**src/rtl/fifo_pkg.sv**
```systemverilog
// fifo_pkg: shared FIFO constants and lane keep-mask helper.
package fifo_pkg;
  localparam int DSIZE_DEF = 8;
  localparam int ASIZE_DEF = 4;
  localparam int MAX_LANES = 32;
  function automatic logic [MAX_LANES-1:0] lanes_to_keep(input int unsigned n);
    return n >= MAX_LANES ? '1 : (MAX_LANES'(1) << n) - MAX_LANES'(1);
  endfunction
endpackage

```
**src/rtl/fifo_rd_upsizer_if.sv**
```systemverilog
// fifo_rd_upsizer_if: wide valid/ready beat stream with lane mask and last flag.
interface fifo_rd_upsizer_if #(parameter int DSIZE = 8, parameter int RATIO = 4);
  logic                     m_valid;
  logic                     m_ready;
  logic [DSIZE*RATIO-1:0]   m_data;
  logic [RATIO-1:0]         m_keep;
  logic                     m_last;
  modport master(output m_valid, m_data, m_keep, m_last, input m_ready);
  modport slave(input m_valid, m_data, m_keep, m_last, output m_ready);
endinterface

```
**src/rtl/fifo_rd_upsizer_stream_out_reg.sv**
```systemverilog
// stream_out_reg: output beat holding register with load/hold/drain handshake.
module stream_out_reg #(
  parameter int DW = 32,
  parameter int KW = 4
) (
  input  logic          clk,
  input  logic          rst_n,
  input  logic          load,
  input  logic [DW-1:0] ld_data,
  input  logic [KW-1:0] ld_keep,
  input  logic          ld_last,
  output logic          out_free,
  fifo_rd_upsizer_if.master m
);
  assign out_free = !m.m_valid || m.m_ready;
  always_ff @(posedge clk or negedge rst_n)
    if (!rst_n) begin
      m.m_valid <= 1'b0;
      m.m_data  <= '0;
      m.m_keep  <= '0;
      m.m_last  <= 1'b0;
    end else if (load) begin
      m.m_valid <= 1'b1;
      m.m_data  <= ld_data;
      m.m_keep  <= ld_keep;
      m.m_last  <= ld_last;
    end else if (m.m_ready) begin
      m.m_valid <= 1'b0;
    end
endmodule

```
**src/rtl/fifo_rd_upsizer.sv**
```systemverilog
// fifo_rd_upsizer: pops RATIO narrow FIFO words into one wide stream beat, with flush of partial beats.
module fifo_rd_upsizer import fifo_pkg::*; #(
  parameter int DSIZE = DSIZE_DEF,
  parameter int RATIO = 4,
  parameter int CNTW  = 16
) (
  input  logic             rclk,
  input  logic             rrst_n,
  input  logic             rempty,
  input  logic [DSIZE-1:0] rdata,
  output logic             rinc,
  input  logic             flush,
  fifo_rd_upsizer_if.master m,
  output logic [CNTW-1:0]  beat_cnt,
  output logic             idle
);
  localparam int IW = $clog2(RATIO);
  localparam logic [IW-1:0] LAST = IW'(RATIO - 1);
  logic [RATIO-1:0][DSIZE-1:0] acc, ld_data;
  logic [IW-1:0] idx;
  logic flush_pend, out_free, full_load, flush_load;
  logic [MAX_LANES-1:0] keep_full, keep_part;
  assign rinc       = rrst_n && !rempty && !flush_pend && (idx != LAST || out_free);
  assign full_load  = rinc && idx == LAST;
  assign flush_load = flush_pend && idx != '0 && out_free;
  assign keep_full  = lanes_to_keep(RATIO);
  assign keep_part  = lanes_to_keep(32'(idx));
  assign idle       = idx == '0 && !m.m_valid && !flush_pend;
  // A full beat takes the completing word straight from rdata; a flush zeroes lanes not yet filled.
  always_comb begin
    ld_data = '0;
    for (int i = 0; i < RATIO; i++)
      ld_data[i] = full_load ? (i == RATIO - 1 ? rdata : acc[i]) : (i < int'(idx) ? acc[i] : '0);
  end
  stream_out_reg #(.DW(DSIZE * RATIO), .KW(RATIO)) u_out (
    .clk     (rclk),
    .rst_n   (rrst_n),
    .load    (full_load || flush_load),
    .ld_data (ld_data),
    .ld_keep (full_load ? keep_full[RATIO-1:0] : keep_part[RATIO-1:0]),
    .ld_last (!full_load),
    .out_free(out_free),
    .m       (m)
  );
  always_ff @(posedge rclk or negedge rrst_n)
    if (!rrst_n) begin
      acc        <= '0;
      idx        <= '0;
      flush_pend <= 1'b0;
      beat_cnt   <= '0;
    end else begin
      if (rinc) acc[idx] <= rdata;
      idx        <= (full_load || flush_load) ? '0 : rinc ? idx + 1'b1 : idx;
      flush_pend <= flush_pend ? !(idx == '0 || out_free) : flush;
      beat_cnt   <= beat_cnt + CNTW'(m.m_valid && m.m_ready);
    end
endmodule

```
**src/flat_wrapper.sv**
```systemverilog
// flat-port wrapper written by rule: the top's interface ports become plain ports
module fifo_rd_upsizer_flat import fifo_pkg::*;
#(
  parameter int DSIZE = DSIZE_DEF,
  parameter int RATIO = 4,
  parameter int CNTW  = 16
)
  (rclk, rrst_n, rempty, rdata, rinc, flush, beat_cnt, idle, m_m_valid, m_m_data, m_m_keep, m_m_last, m_m_ready);
  fifo_rd_upsizer_if #(.DSIZE(DSIZE), .RATIO(RATIO)) m_i ();
  input  logic rclk;
  input  logic rrst_n;
  input  logic rempty;
  input  logic [DSIZE-1:0] rdata;
  output logic rinc;
  input  logic flush;
  output logic [CNTW-1:0] beat_cnt;
  output logic idle;
  output wire logic [$bits(m_i.m_valid)-1:0] m_m_valid;
  output wire logic [$bits(m_i.m_data)-1:0] m_m_data;
  output wire logic [$bits(m_i.m_keep)-1:0] m_m_keep;
  output wire logic [$bits(m_i.m_last)-1:0] m_m_last;
  input wire logic [$bits(m_i.m_ready)-1:0] m_m_ready;
  assign m_m_valid = m_i.m_valid;
  assign m_m_data = m_i.m_data;
  assign m_m_keep = m_i.m_keep;
  assign m_m_last = m_i.m_last;
  assign m_i.m_ready = m_m_ready;
  fifo_rd_upsizer #(.DSIZE(DSIZE), .RATIO(RATIO), .CNTW(CNTW)) u_core (.rclk(rclk), .rrst_n(rrst_n), .rempty(rempty), .rdata(rdata), .rinc(rinc), .flush(flush), .m(m_i), .beat_cnt(beat_cnt), .idle(idle));
endmodule
```
**config.mk**
```make
export PLATFORM = sky130hd
export DESIGN_NAME = fifo_rd_upsizer_flat
export DESIGN_NICKNAME = d
export VERILOG_FILES = /design/src/rtl/fifo_pkg.sv /design/src/rtl/fifo_rd_upsizer_if.sv /design/src/rtl/fifo_rd_upsizer_stream_out_reg.sv /design/src/rtl/fifo_rd_upsizer.sv /design/src/flat_wrapper.sv
export SDC_FILE = /design/constraint.sdc
export NUM_CORES = 1
export LEC_CHECK = 0
export CAP_MARGIN = 20
export CORE_MARGIN = 1
export CORE_UTILIZATION = 54
export DETAILED_ROUTE_END_ITERATION = 10
export DONT_BUFFER_PORTS = 1
export GPL_ROUTABILITY_DRIVEN = 0
export GPL_TIMING_DRIVEN = 0
export PLACE_DENSITY = 0.69
export SYNTH_ARGS = -nofsm -noshare
export SYNTH_HDL_FRONTEND = slang
export SYNTH_HIERARCHICAL = 1
export SYNTH_SLANG_ARGS = --single-unit
```
**constraint.sdc**
```tcl
create_clock -name rclk -period 3 [get_ports rclk]
set_input_delay 0.6 -clock rclk [delete_from_list [all_inputs] [get_ports rclk]]
set_output_delay 0.6 -clock rclk [all_outputs]
set_load 0.01 [all_outputs]
```
==> results of run 1 <==
-- how the worst max path moves through the flow --
| stage | end | slack (ns) | cells past startpoint |
|---|---|---|---|
| 2_1_floorplan | u_core/u_out/m.m_data[10]$_DFFE_PN0P_ | 0.99 | 7 |
| 3_3_place_gp | u_core/u_out/m.m_data[19]$_DFFE_PN0P_ | 0.75 | 7 |
| 3_5_place_dp | u_core/u_out/m.m_data[23]$_DFFE_PN0P_ | 0.72 | 7 |
| 4_1_cts | u_core/u_out/m.m_data[23]$_DFFE_PN0P_ | 0.70 | 7 |
| 5_1_grt | u_core/u_out/m.m_data[27]$_DFFE_PN0P_ | 0.59 | 7 |
| 6_report | u_core/u_out/m.m_data[25]$_DFFE_PN0P_ | 0.70 | 7 |
-- repair_timing --
item,4_1_cts,5_1_grt
hold buffers,1,0
endpoints found under the hold margin,81,0
setup buffers,0,0
-- report_power, final --
group | internal [mW] | switching (mW) | total [mW]
clock | 0.550 | 0.383 | 0.933
sequential | 1.45 | 0.326 | 1.78
combinational | 0.539 | 0.425 | 0.964
-- synthesized netlist by cell type --
master	count
a21oi_1	2
a21oi_4	1
and2_0	1
and2_1	17
and3_1	3
and4_1	2
buf_2	1
buf_6	3
clkbuf_1	2
dfrtp_1	81
ha_1	8
inv_1	5
inv_2	1
mux2_1	1
mux2_2	41
mux2_4	19
nand2_1	8
nand2_4	3
nand2b_1	2
nand3_1	6
nand4_1	3
nor2_1	4
nor2b_1	16
nor3_1	3
nor3b_1	2
o22ai_1	2
or2b_1	1
or3b_4	1
xnor2_1	11
xor2_1	4
-- metrics by stage --
stage / util [%] / cells / worst slack [ns]
after floorplan: - / 254 / 0.9892
final: 61.69 / 347 / 0.6971
after detailed placement: 57.62 / 331 / 0.7157
after global routing: 61.69 / 347 / 0.5866
after CTS: 61.69 / 347 / 0.7030
after global placement: 57.62 / 331 / 0.7544
-- cell families after synthesis --
family	count (synthesis)	share of synthesized area [%]
AOI/OAI and AO/OA	5	1.089
DFF	81	56.90
and+or+nand+nor	72	12.29
muxes	61	21.29
buffers and inverters	12	1.932
xor gates and xnor gates	15	3.688
adders and majority gates	8	2.810
-- cell type report --
cell class                 instances  area (µm²)  share of cell area [%]
sequential                        81        2027                   51.74
multi-input combinational        161        1466                   37.43
clock buffer                      10       127.6                   3.258
clock inverter                     5       103.9                   2.651
tap                               77       96.34                   2.459
buffer                             6       46.29                   1.182
timing repair buffer               1       27.53                  0.7027
inverter                           6       22.52                  0.5749
-- layer usage --
layer / global-route usage, % / share of wire [%] / routed length, µm
met5: 0 / 0 / 0
met4: 7.053 / 1.2 / 78
met3: 7.256 / 5.8 / 375
met2: 31.15 / 46 / 2985
met1: 27.14 / 47 / 3046
-- sequential cells by signal, indices dropped and copies added, names as in the netlist --
name,cells
u_core/acc,24
u_core/beat_cnt,16
u_core/flush_pend,1
u_core/idx,2
u_core/u_out/m.m_data,32
u_core/u_out/m.m_keep,4
u_core/u_out/m.m_last,1
u_core/u_out/m.m_valid,1
-- placed cells by master, fill, tap and decap left out, types with 2 or more instances in the layout --
cell,Yosys,final
and2_1,17,17
inv_1,5,5
nor3_1,3,3
mux2_2,41,41
ha_1,8,8
a21oi_1,2,2
nand2b_1,2,2
clkbuf_8,0,9
nor2b_1,16,16
dfrtp_1,81,81
o22ai_1,2,2
clkbuf_1,2,3
and4_1,2,2
nand3_1,6,6
nand4_1,3,3
and3_1,3,3
nand2_4,3,3
nor3b_1,2,2
xor2_1,4,4
bufinv_16,0,3
nand2_1,8,8
buf_6,3,3
xnor2_1,11,11
mux2_4,19,19
nor2_1,4,4
==> impl_metrics.ini, run 1 <==
[run_status]
status = completed

[drt]
drt_wl_total_um = 6485
first_pass_iters = 4
drt_iter0_drc = 89
postRouteAntennaNets = 0
drc_errors = 0
wire_per_inst_um = 18.69
num_vias = 1902
via_per_inst = 5.481

[yosys]
yosysTopAreaCellShare_pct = 56.90
yosysUniqueCellTypes = 30
syn_inst = 254
synth_area_um2 = 3562
synth_top_cell_by_area = dfrtp_1
synthTopCellsByArea = dfrtp_1, mux2_2, mux2_4, and2_1, ha_1
yosysWarnings = 6
syn_nets = 275
postSynthAreaPerCell_um2 = 14.02
yosysSeqAreaShare_pct = 56.90
ys_ff_latch = 81

[power_and_ir_drop]
p_total_mw = 3.676
powerDensity_nw_per_um2 = 938.4
ir_drop_mv = 0.4431
leakagePower_nw = 1.866

[critical_path]
start_kind = flip-flop
cp_top_family = buffers and inverters
worst-path-buf-inv = 3
cp.arrival_ns = 2.53
rr_endpoint = u_core/u_out/m.m_data[25]$_DFFE_PN0P_
cp_data_required_time_ns = 3.23
ff2ff_path_depth = 7
cp_slowest_cell = dfrtp_1
cp_common_cell = buf_6
worst-path-max-fanout = 10
worstReg2RegStart = u_core/idx[1]$_DFFE_PN0P_
critPathMaxStageDelay_ns = 0.47
critPathCaptureType = flip-flop
critical_path_class = reg -> reg
cp_cell_sequence = inv_1 > ha_1 > or2b_1 > a21oi_1 > buf_6 > buf_6 > mux2_4
rrSetupSlack_ns = 0.70
startpoint = u_core/idx[1]$_DFFE_PN0P_

[placement]
port-buffer-count = 0
placed_cell_area_um2 = 3659
dp_hpwl_um = 4112

[sta]
skew_ns = 0.009863
holdWs_ns = 0.1341
grt_setup_unrepaired = false
final_max_slew_viol_count = 0
finalCritPeriodShare_pct = 76.76
fin_setup_tns_ns = 0
tightest_slew_ns = 0.7073
final-setup-viol-count = 0
hold_viol = 0
slew_headroom_pct = 52.67
fmax_mhz = 434.2
layout_min_cycle_time_ns = 2.303

[clock_network]
cts_buffers = 9
clk_latency_ns = 0.35
cts.sinks = 81
htreeDepth = 3
clk_path_buf_depth = 2
cts_tree = built
ctsResizeCount = 0
path_clk_slew_ns = 0.08
cts_root_buf = clkbuf_8

[die]
io_pins = 69
die-area_um2 = 6926
chipHeight_um = 83.22
start_util_pct = 56.10
fp.coreArea_um2 = 6350
rows = 29
die_w_um = 83.22

[grt]
grt_pass1_wl_um = 10690
grt_max_degree = 82
overflow = 0
antenna_found_initial = 0
grt_use_total_pct = 20.42
grt_pass1_vias = 2021

[finish]
drive_gt1_share_pct = 31.48
area_growth_pct = 9.976
layout.nets = 287
diodes = 0
final_cell_area_um2 = 3918
fillCellCount = 482

[job]
cap_violations = 0

[hold_path]
hp-class = in -> async
No activity file was read; power rests on OpenSTA's default activity.
==> inputs of run 2 (changes only) <==
Settings changed: PLACE_DENSITY 0.69 to 0.72.
Clock period 3 ns to 2.04 ns, I/O delays scaled along.
==> impl_metrics.ini, run 2 (synthesis gave the netlist of run 1 again) <==
[grt]
grt_use_total_pct = 20.06
antenna_found_initial = 0
overflow = 0
grt_pass1_wl_um = 10550
grt_max_degree = 84
grt_pass1_vias = 1966

[clock_network]
cts_tree = built
cts_root_buf = clkbuf_8
clk_path_buf_depth = 2
cts_buffers = 9
cts.sinks = 81
path_clk_slew_ns = 0.09
clk_latency_ns = 0.34
htreeDepth = 3

[drt]
wl_met1_um = 2841
first_pass_iters = 4
postRouteAntennaNets = 0
drt_iter0_drc = 95
wl_met3_um = 405
wire_per_inst_um = 17.90
top_layer = met4
drc_errors = 0
wl_met2_um = 2913
drt_wl_total_um = 6246
via_per_inst = 5.473
num_vias = 1910

[power_and_ir_drop]
ir_drop_mv = 0.6869
leakagePower_nw = 1.853
powerDensity_nw_per_um2 = 1339
p_total_mw = 5.243

[placement]
pre_cts_ws_ns = -0.2266
port-buffer-count = 0
dp_hpwl_um = 4120

[sta]
final_max_slew_viol_count = 0
holdWs_ns = -0.2474
grt_setup_unrepaired = false
tightest_slew_ns = 0.5154
fin_ws_ns = 0.1052
hold_viol = 81
fmax_mhz = 516.8
slew_headroom_pct = 65.62
fin_setup_tns_ns = 0
final-setup-viol-count = 0
finalCritPeriodShare_pct = 94.84
skew_ns = 0.01183
layout_min_cycle_time_ns = 1.935

[finish]
final_common_cell = dfrtp_1
area_growth_pct = 9.905
largest_reg_flops = 32
diodes = 0
largestRegisters = u_core/u_out/m.m_data: 32 flops, u_core/acc: 24 flops, u_core/beat_cnt: 16 flops
largest_register = u_core/u_out/m.m_data
final_cell_mix = dfrtp_1, mux2_2, mux2_4
final_core_util_pct = 61.66
layout.nets = 288
drive_gt1_share_pct = 33.82

[critical_path]
worst-path-max-fanout = 10
critical_path_class = reg -> reg
critPathCaptureType = flip-flop
start_kind = flip-flop
cp.arrival_ns = 2.16
cp_data_required_time_ns = 2.27

[hold_path]
hp-class = in -> async

[die]
fp.coreArea_um2 = 6350
rows = 29
die-area_um2 = 6926
chipHeight_um = 83.22
die_w_um = 83.22
start_util_pct = 56.10
io_pins = 69

[run_status]
violations = negative hold slack
status = complete, but fails checks

[job]
cap_violations = 0
[run 2: cell count changes in the layout (fill, tap and decap cells not counted), moves of 2 or more]
| cell | previous run | this run |
|---|---|---|
| bufinv_16 | 3 | 1 |
| buf_4 | 0 | 2 |
| clkbuf_8 | 9 | 11 |
| buf_8 | 0 | 3 |
| buf_6 | 3 | 0 |
[run 2: worst paths after layout]
check | from | endpoint | slack (ns) | cells after the start
min in group rclk | rdata[7] | u_core/acc[7]$_DFFE_PN0P_ | 0.20 | 1
worst max-delay path | u_core/idx[0]$_DFFE_PN0P_ | u_core/u_out/m.m_data[11]$_DFFE_PN0P_ | 0.11 | 7
max in group asynchronous | rrst_n | u_core/u_out/m.m_keep[2]$_DFFE_PN0P_ | 2.17 | 0
worst min-delay path | rrst_n | u_core/u_out/m.m_data[15]$_DFFE_PN0P_ | -0.25 | 0
worst max register to register | u_core/idx[0]$_DFFE_PN0P_ | u_core/u_out/m.m_data[11]$_DFFE_PN0P_ | 0.11 | 7
worst min register to register | u_core/acc[7]$_DFFE_PN0P_ | u_core/acc[7]$_DFFE_PN0P_ | 0.49 | 1
[run 2: metrics by stage]
step                instances  cell area, µm²
global route              349            3915
detailed placement        331            3659
finish                    349            3915
global placement          331            3659
CTS                       349            3897
floorplan                 254            3562
[run 2: repair_timing]
action                     4_1_cts  5_1_grt
gates resized for setup          6        4
hold endpoints to repair        81       81
pin swaps                        0        1
setup endpoints to repair       38       29
setup buffers                    2        0
[run 2: worst max-delay path: stages (launching register included)]
cell and delay (ns):
dfrtp_1 0.38, inv_1 0.09, ha_2 0.24, or2b_4 0.29, a21oi_4 0.17, buf_8 0.17, buf_8 0.17, mux2_4 0.31
[run 2: power by group]
group	switching, mW	leakage (nW)	total [mW]	internal, mW
Clock	0.561	0.103	1.19	0.633
Sequential	0.459	1.05	2.60	2.14
Combinational	0.605	0.703	1.45	0.845
Total	1.63	1.85	5.24	3.62
[run 2: per-layer routing]
layer / up-vias / track usage, %
met1: 962 / 26.48
met4: 0 / 9.404
met5: - / 0
met2: 47 / 29.73
li1: 895 / -
met3: 6 / 6.958
[run 2: cell type report]
class,count,area [µm²]
fill,503,2435
sequential,81,2028
multi-input combinational,161,1486
clock buffer,12,155.1
tap,77,96.34
buffer,6,60.06
clock inverter,4,51.30
inverter,6,22.52
timing repair buffer,2,15.01
==> inputs of run 3 (changes only) <==
Settings changed: CTS_CLUSTER_DIAMETER set to 40.
==> results of run 3 <==
The final DEF is identical to that of run 2; final timing and power are the same.
